**src/rtl/uart_csr_bank.sv**
```systemverilog
// UART control/status register bank: CPU-visible registers, staged configuration and
// divisor with idle-gated apply, sticky interrupt status, and RX/TX FIFO access ports.
module uart_csr_bank #(
    parameter int                    DATA_WIDTH = 8,
    parameter int                    DIV_WIDTH  = 16,
    parameter logic [DIV_WIDTH-1:0]  DIV_RESET  = 16'd54,
    parameter int                    THR_WIDTH  = 6
) (
    input  logic                  clk_i,
    input  logic                  rst_n_i,
    input  logic                  write_i,
    input  logic                  read_i,
    input  logic [3:0]            address_i,
    input  logic [DATA_WIDTH-1:0] wdata_i,
    output logic [DATA_WIDTH-1:0] rdata_o,
    output logic                  rvalid_o,
    output logic                  error_o,
    input  logic                  tx_idle_i,
    input  logic                  rx_idle_i,
    output logic [DIV_WIDTH-1:0]  divisor_o,
    output logic                  divisor_load_o,
    output logic [1:0]            data_width_o,
    output logic [1:0]            parity_mode_o,
    output logic [1:0]            stop_bits_o,
    output logic                  cfg_update_o,
    output logic [THR_WIDTH-1:0]  rx_threshold_o,
    input  logic [3:0]            event_i,
    output logic                  irq_o,
    input  logic [7:0]            rx_data_i,
    input  logic                  rx_fifo_empty_i,
    output logic                  rx_fifo_read_o,
    input  logic                  tx_fifo_full_i,
    output logic [7:0]            tx_data_o,
    output logic                  tx_fifo_write_o
);

    localparam int         NCHUNK    = DIV_WIDTH / DATA_WIDTH;
    localparam logic [2:0] TOP_CHUNK = 3'(NCHUNK - 1);
    localparam logic [5:0] CFG_RESET = 6'b00_00_11;

    localparam logic [3:0] A_CFG = 4'h0;
    localparam logic [3:0] A_FSR = 4'h1;
    localparam logic [3:0] A_IER = 4'h2;
    localparam logic [3:0] A_ISR = 4'h3;
    localparam logic [3:0] A_RXR = 4'h4;
    localparam logic [3:0] A_TXR = 4'h5;
    localparam logic [3:0] A_PND = 4'h6;

    logic [5:0]            cfg_staged;
    logic                  cfg_pend;
    logic [DIV_WIDTH-1:0]  div_shadow;
    logic                  div_pend;
    logic [DATA_WIDTH-1:0] ier;
    logic [4:0]            isr;
    logic                  txf_q;
    logic                  rxe_q;

    logic                  rd_en;
    logic                  collide;
    logic                  is_div;
    logic                  mapped;
    logic                  cfg_we;
    logic                  fsr_we;
    logic                  ier_we;
    logic                  isr_we;
    logic                  txr_we;
    logic                  div_we;
    logic                  div_top_we;
    logic                  rxr_rd;
    logic                  err;
    logic                  cfg_apply;
    logic                  div_apply;
    logic [4:0]            isr_set;
    logic [4:0]            isr_clr;
    logic [4:0]            isr_next;
    logic [DATA_WIDTH-1:0] rd_val;

    // A simultaneous write and read performs the write only; the read is dropped.
    assign collide    = write_i && read_i;
    assign rd_en      = read_i && !write_i;
    assign is_div     = address_i[3] && (address_i[2:0] < 3'(NCHUNK));
    assign mapped     = (address_i < 4'h7) || is_div;

    assign cfg_we     = write_i && (address_i == A_CFG);
    assign fsr_we     = write_i && (address_i == A_FSR);
    assign ier_we     = write_i && (address_i == A_IER);
    assign isr_we     = write_i && (address_i == A_ISR);
    assign txr_we     = write_i && (address_i == A_TXR);
    assign div_we     = write_i && is_div;
    assign div_top_we = div_we && (address_i[2:0] == TOP_CHUNK);
    assign rxr_rd     = rd_en && (address_i == A_RXR);

    assign rx_fifo_read_o = rxr_rd && !rx_fifo_empty_i;

    assign err = (write_i || read_i) &&
                 (!mapped || collide || (rxr_rd && rx_fifo_empty_i));

    assign cfg_apply = cfg_pend && tx_idle_i && rx_idle_i;
    assign div_apply = div_pend && tx_idle_i && rx_idle_i;

    // New events win over a same-cycle write-1-to-clear.
    assign isr_set  = {txr_we && tx_fifo_full_i, event_i};
    assign isr_clr  = isr_we ? wdata_i[4:0] : 5'd0;
    assign isr_next = (isr & ~isr_clr) | isr_set;

    always_comb begin
        rd_val = '0;
        case (address_i)
            A_CFG: rd_val[5:0] = cfg_staged;
            A_FSR: begin
                rd_val[THR_WIDTH-1:0] = rx_threshold_o;
                rd_val[6]             = txf_q;
                rd_val[7]             = rxe_q;
            end
            A_IER: rd_val = ier;
            A_ISR: rd_val[4:0] = isr;
            A_RXR: begin
                if (!rx_fifo_empty_i) begin
                    rd_val[7:0] = rx_data_i;
                end
            end
            A_PND: rd_val[1:0] = {div_pend, cfg_pend};
            default: begin
                for (int k = 0; k < NCHUNK; k++) begin
                    if (is_div && (address_i[2:0] == 3'(k))) begin
                        rd_val = div_shadow[k*DATA_WIDTH +: DATA_WIDTH];
                    end
                end
            end
        endcase
    end

    always_ff @(posedge clk_i or negedge rst_n_i) begin
        if (!rst_n_i) begin
            rdata_o         <= '0;
            rvalid_o        <= 1'b0;
            error_o         <= 1'b0;
            cfg_staged      <= CFG_RESET;
            cfg_pend        <= 1'b0;
            data_width_o    <= CFG_RESET[1:0];
            parity_mode_o   <= CFG_RESET[3:2];
            stop_bits_o     <= CFG_RESET[5:4];
            cfg_update_o    <= 1'b0;
            div_shadow      <= DIV_RESET;
            div_pend        <= 1'b0;
            divisor_o       <= DIV_RESET;
            divisor_load_o  <= 1'b0;
            rx_threshold_o  <= '0;
            ier             <= '0;
            isr             <= '0;
            irq_o           <= 1'b0;
            txf_q           <= 1'b0;
            rxe_q           <= 1'b1;
            tx_data_o       <= '0;
            tx_fifo_write_o <= 1'b0;
        end else begin
            rvalid_o <= rd_en;
            if (rd_en) begin
                rdata_o <= rd_val;
            end
            error_o <= err;

            txf_q <= tx_fifo_full_i;
            rxe_q <= rx_fifo_empty_i;

            if (fsr_we) begin
                rx_threshold_o <= wdata_i[THR_WIDTH-1:0];
            end
            if (ier_we) begin
                ier <= wdata_i;
            end
            isr   <= isr_next;
            irq_o <= |(isr & ier[4:0]);

            tx_fifo_write_o <= txr_we && !tx_fifo_full_i;
            if (txr_we && !tx_fifo_full_i) begin
                tx_data_o <= wdata_i[7:0];
            end

            // Apply uses the value staged before this cycle; a same-cycle write re-arms pending.
            cfg_update_o <= cfg_apply;
            if (cfg_apply) begin
                data_width_o  <= cfg_staged[1:0];
                parity_mode_o <= cfg_staged[3:2];
                stop_bits_o   <= cfg_staged[5:4];
            end
            if (cfg_we) begin
                cfg_staged <= wdata_i[5:0];
            end
            cfg_pend <= cfg_we || (cfg_pend && !cfg_apply);

            divisor_load_o <= div_apply;
            if (div_apply) begin
                divisor_o <= div_shadow;
            end
            for (int k = 0; k < NCHUNK; k++) begin
                if (div_we && (address_i[2:0] == 3'(k))) begin
                    div_shadow[k*DATA_WIDTH +: DATA_WIDTH] <= wdata_i;
                end
            end
            div_pend <= div_top_we || (div_pend && !div_apply);
        end
    end

endmodule
```
**config.mk**
```make
export PLATFORM = sky130hd
export DESIGN_NAME = uart_csr_bank
export DESIGN_NICKNAME = d
export VERILOG_FILES = /design/src/rtl/uart_csr_bank.sv
export SDC_FILE = /design/constraint.sdc
export NUM_CORES = 1
export LEC_CHECK = 0
export CORE_UTILIZATION = 50
export DETAILED_ROUTE_END_ITERATION = 12
export PLACE_DENSITY_LB_ADDON = 0.2
export SLEW_MARGIN = 20
export SYNTH_ARGS = -nofsm -noshare
export SYNTH_HDL_FRONTEND = slang
export SYNTH_SLANG_ARGS = --single-unit
export TNS_END_PERCENT = 10
```
**constraint.sdc**
```tcl
create_clock -name clk_i -period 1.8 [get_ports clk_i]
set_input_delay 0.36 -clock clk_i [delete_from_list [all_inputs] [get_ports clk_i]]
set_output_delay 0.36 -clock clk_i [all_outputs]
set_load 0.02 [all_outputs]
```
**After elaboration in Yosys (flattened, before gate mapping)**

Cells that the tools add are included.

- $lt $le $gt $ge: 2
- Equality and inequality tests: 7
- Multiplexer cells: 8
- Bitwise operators: 4
- Reduce and logical (&&, ||, !) cells: 42

Operators with widths:

| operator | count |
|---|---|
| $logic_and 1x1->1 | 25 |
| $mux 8 | 3 |
| $pmux 3 s6 | 1 |
| $eq 4x3->1 const B | 3 |
| $pmux 2 s6 | 1 |
| $and 5x5->5 | 2 |
| $eq 4x2->1 const B | 2 |
| $pmux 2 s4 | 1 |
| $logic_not 1->1 | 6 |
| $logic_or 1x1->1 | 6 |
| $mux 5 | 1 |
| $not 5->5 | 1 |
| $or 5x5->5 | 1 |
| $pmux 1 s5 | 1 |
| $reduce_or 5->1 | 1 |
| $eq 4x1->1 const B | 1 |
| $logic_not 4->1 | 1 |
| $lt 4x3->1 const B | 1 |
| $eq 3x1->1 const B | 1 |
| $logic_not 3->1 | 1 |
| $lt 3x2->1 const B | 1 |
| $reduce_or 3->1 | 1 |
| $reduce_or 2->1 | 1 |

- Flip-flop bits (word level): 89
- Input port bits: 32
- Output and inout port bits: 51
- Word-level logic and storage cells: 85

**Longest topological paths before layout**

Gate-level depths: netlist of the first run.

- Depth after elaboration: 7
- Mapped depth: 7
- Gate-level depth less buffers: 5

**Worst setup path before layout of the first run**

OpenSTA, ideal clock, no wires.

- Path kind: input -> output
- From: input port address_i[0]
- To: output port rx_fifo_read_o
- Arrival time: 1.356 ns
- Required time: 1.440 ns
- Slack: 0.084 ns
- Stages on the path: 3
- Buffers on the path: 1
- Cells stage by stage: clkbuf_2 > nor4_2 > and2_1

- Longest elaborated chain between the ends: 3

RTL lines:

| item | line | source |
|---|---|---|
| from (decl) | 13 | `input logic [3:0] address_i,` |
| $eq 4x3->1 | 91 | `assign rxr_rd = rd_en && (address_i == A_RXR);` |
| $logic_and 1x1->1 | 91 |  |
| $logic_and 1x1->1 | 93 | `assign rx_fifo_read_o = rxr_rd && !rx_fifo_empty_i;` |
| to (decl) | 31 | `output logic rx_fifo_read_o,` |

Every way passes these cells.

**Worst setup path after layout of the first run**

- From: input port rx_fifo_empty_i
- To: output port rx_fifo_read_o

- Longest elaborated chain between the ends: 2

RTL lines:

| item | line | source |
|---|---|---|
| from (decl) | 30 | `input logic rx_fifo_empty_i,` |
| $logic_not 1->1 | - |  |
| $logic_and 1x1->1 | 93 |  |

Every way passes these cells.

==> metrics.sh, run 1 <==
CRIT_REQUIRED_NS=1.44
CRITICAL_PATH.SLOWEST_CELL='clkdlybuf4s50_1'
STATUS='finished, final reports clean'
CTS_SETUP_BUFFERS=0
CRITICALPATHCATEGORY='primary input to primary output'
DRV_SLEW=0
SWITCHINGPOWER_W=0.002015
SYNTHDOMINANTCELLAREASHARE_PCT=47.66
SETUP-TNS-FINAL_NS=0
MIN_PATH_TYPE='primary input to asynchronous set/reset pin'
VIAS_PER_CELL=5.588
POWER.SHARE.SWITCHING_PCT=31.21
WORSTMARGINPINSLEW_NS=0.4316
NETLIST_INSTANCES=303
ANTENNA_FOUND_INITIAL=0
GLOBALROUTE.TOTALOVERFLOW=0
TIMING.MAX_CAP.VIOLATIONS=0
DETAIL_PLACEMENT_HPWL_MM=6.607
DIE_WIDTH_UM=91.33
GRT_SETUP_UNREPAIRED='false'
MAXSLEWHEADROOM_PCT=71.17
HTREE_LEVELS=3
REPORT.FINAL.HOLD_VIOL_COUNT=0
VERTICAL_DIE_DIMENSION_UM=91.33
CPPEAKSTAGEDELAY_NS=0.47
DRIVE_ABOVE_1_SHARE_PCT=33.25
SEQPWRFRAC_PCT=45.4
WORST-PATH-MAX-FANOUT=2
FINALSETUPVIOLCOUNT=0
SYNTHDISTINCTLIBCELLS=42
MAX-VDD-IR-DROP_mV=0.7882
GRT_FIRST_PASS_WIRELENGTH_MM=14.90
MAX-CLOCK-PATH-BUFFERS=2
POWER.STATIC_LEAKAGE_nW=2.400
START_UTIL_PCT=51.64
TRITONCTS_CLOCK_TREE='done'
SYNTH_SEQUENTIAL_AREA_RATIO_PCT=56.22
FINALCRITICALPERIOD_NS=1.738
CLOCKROOTBUFFER='clkbuf_8'
GRT_START_MAX_NET_PINS=40
LAYOUT-AREA-OVERHEAD-VS-SYNTH_PCT=34.43
PRE_REPAIR_DR_ITERATION_COUNT=4
SYNTH.YOSYS.WARNINGS=0
AVG_INST_SIZE_SYNTH_UM2=13.17
DRT_ITER0_MARKERS=104
CRITICAL_PATH.CELL_CHAIN='clkdlybuf4s50_1 -> nor4_4 -> and2_1 -> buf_4'
ASYNC_FLOP_SHARE_PCT=100.0
CLKSINKCOUNT=89
CRITPATHARRIVALTIME_NS=1.38
BUFFER_PORTS.INSERTED=82
SYNTH.LARGEST_AREA_CELL='dfrtp_1'
SYNTHTOPCELLSBYAREA='dfrtp_1 48%, mux2_2 17%, dfstp_2 8.6%'
CRIT_PATH_END_KIND='primary output'
SYNTH-EDFF-COUNT=0
SYNTH.CELL_AREA_UM2=3990
FINAL_PERIOD_UTILIZATION_PCT=96.53
VIAS=2906
PLACE_AREA_UM2=5112
RRSETUPSLACK_NS=0.50
DRT-WIRELENGTH-PER-CELL_UM=17.69
CELLPOWERDENSITY_nW_PER_UM2=1204
ROUTED_WL_MM=9.201
SYNTH.FF_LATCH_COUNT=89
MAPPEDNETLISTNETS=335
POSTLAYOUTCELLAREA_UM2=5364
IO_PINS=83
COREAREA_UM2=7727
GLOBALROUTETOTALUTIL_PCT=23.35
DRTANTENNAVIOLNETS=0
FIRST_GLOBAL_VIAS=2958
CLOCK_SKEW_NS=0.01519
P_INT_W=0.004442
SYNTHFLOPTYPE='dfrtp_1'
FIN_NETS=445
FMAX_MHz=575.5
DRC_ERRORS=0
HOLDWS_NS=0.3799
INSERTEDDIODECOUNT=0
DIE_AREA_UM2=8341
GP_ROUTABILITY_CONGESTION=0.8711
CTS_MADE_BUFFERS=9
CLOCKPOWERSHARE_PCT=21.8
PLACEMENTROWS=32
CLOCK_LATENCY_NS=0.35
POST_CTS_CLOCK_SLEW_AT_THE_LAUNCH_AND_CAPTURE_REGISTERS_OF_THE_WORST_SETUP_AND_HOLD_PATHS_NS=0.09
STARTPOINT_TYPE='primary input'
P_COMB_SHARE_PCT=32.8
[layout by cell type, fill, tap and decap left out, types with 2 or more instances in the layout]
cell,netlist,routed
dfrtp_1,76,76
clkdlybuf4s50_1,0,70
mux2_2,59,59
buf_4,2,28
nand2_1,15,15
o21ai_0,15,15
mux2i_1,13,13
dfstp_2,13,13
a21oi_1,10,10
clkbuf_8,0,10
a21o_1,9,9
mux2_4,8,8
dlygate4sd2_1,0,8
inv_1,7,7
nand3b_1,6,6
nor3_1,5,5
nor2_1,6,5
nand2b_1,5,4
nand3_1,4,4
a31oi_1,4,4
o211ai_1,4,4
buf_6,4,4
a22oi_1,3,3
a221oi_1,3,3
buf_12,0,3
a222oi_1,2,2
nand4b_1,2,2
clkinvlp_4,0,2
dlymetal6s2s_1,0,2
[through the flow]
step	instances	total power [W]	worst slack, ns	util (%)
after floorplan	303	0.004054	0.08438	-
after global placement	503	0.005086	-0.4793	66.16
after detailed placement	503	0.005134	-0.5082	66.16
after CTS	520	0.006501	-0.05916	69.22
after global routing	520	0.006770	0.02154	69.41
final	520	0.006457	0.06244	69.41
[what timing repair did]
item                       4_1_cts  5_1_grt
hold buffers                     1        0
setup endpoints to repair       17       24
resized for setup               20        5
pin swaps                        2        2
hold endpoints to repair         7        0
[layer usage]
metal  GRT usage [%]  routed length [um]  vias up
met5               0                   0        -
met4           7.011                 100        0
met3           3.685                 408       10
met2           38.07                4418       88
met1           32.37                4273     1477
li1                -                   -     1331
[state kept, by name (all words and copies together), names as in the netlist, 2 cells and up]
signal          flops
rdata_o             8
cfg_staged          6
tx_data_o           8
ier                 8
div_shadow         16
isr                 5
parity_mode_o       2
divisor_o          16
stop_bits_o         2
rx_threshold_o      6
data_width_o        2
[cell families after synthesis]
kind of cell	Yosys count	share of synthesized area (%)
flip-flops	89	56.22
multiplexers	80	22.92
AO/OA/AOI/OAI	57	9.439
AND/OR/NAND/NOR	53	8.028
buffers and inverters	24	3.386
[layout make-up]
cell class | instances | area, um^2
fill | 566 | 2364
sequential | 89 | 2243
multi-input combinational | 190 | 1639
timing repair buffer | 116 | 1121
clock buffer | 11 | 141.4
tap | 102 | 127.6
clock inverter | 5 | 65.06
inverter | 7 | 26.28
[cells in the mapped netlist, types with 2 or more instances]
cell and instances:
buf_6 4, a222oi_1 2, buf_2 5, inv_1 7
nand3b_1 6, buf_4 2, o21ai_0 15, nand4b_1 2
nor2_1 6, a2111oi_0 2, mux2i_1 13, a31oi_1 4
nand2b_1 5, nor3_1 5, a21o_1 9, mux2_4 8
o211ai_1 4, a221oi_1 3, a21oi_1 10, clkbuf_1 5
dfstp_2 13, nand3_1 4, dfrtp_1 76, mux2_2 59
a22oi_1 3, nand2_1 15
[worst max-delay path: cells and delay by family]
family	cells	cell delay, ns
buf+inv	2	0.60
simple gates	2	0.42
[power by group through the flow]
stage	clock [W]	combinational [W]	sequential (W)
after floorplan	0	0.000703	0.00335
after global routing	0.00151	0.00225	0.00300
after global placement	0	0.00213	0.00296
after detailed placement	0	0.00217	0.00297
after CTS	0.00143	0.00214	0.00293
final	0.00141	0.00212	0.00293
[path summary, 6_finish.rpt]
check                                            start                  endpoint  cells after the start
worst min-delay path                           rst_n_i          isr[3]$_DFF_PN0_                      2
min in group clk_i              rdata_o[7]$_DFFE_PN0N_    rdata_o[7]$_DFFE_PN0N_                      2
worst max-delay path                   rx_fifo_empty_i            rx_fifo_read_o                      4
worst max register to register      ier[2]$_DFFE_PN0P_    rdata_o[2]$_DFFE_PN0N_                      4
max in group asynchronous                      rst_n_i  divisor_o[1]$_DFFE_PN1P_                      3
worst min register to register  rdata_o[7]$_DFFE_PN0N_    rdata_o[7]$_DFFE_PN0N_                      2
(Power assumes the default switching activity.)
==> inputs of run 2 (changes only) <==
Settings changed: ABC_CLOCK_PERIOD_IN_PS set to 1800.
==> results of run 2 <==
Same layout as run 1: the final DEF is identical, and so are final timing and power.
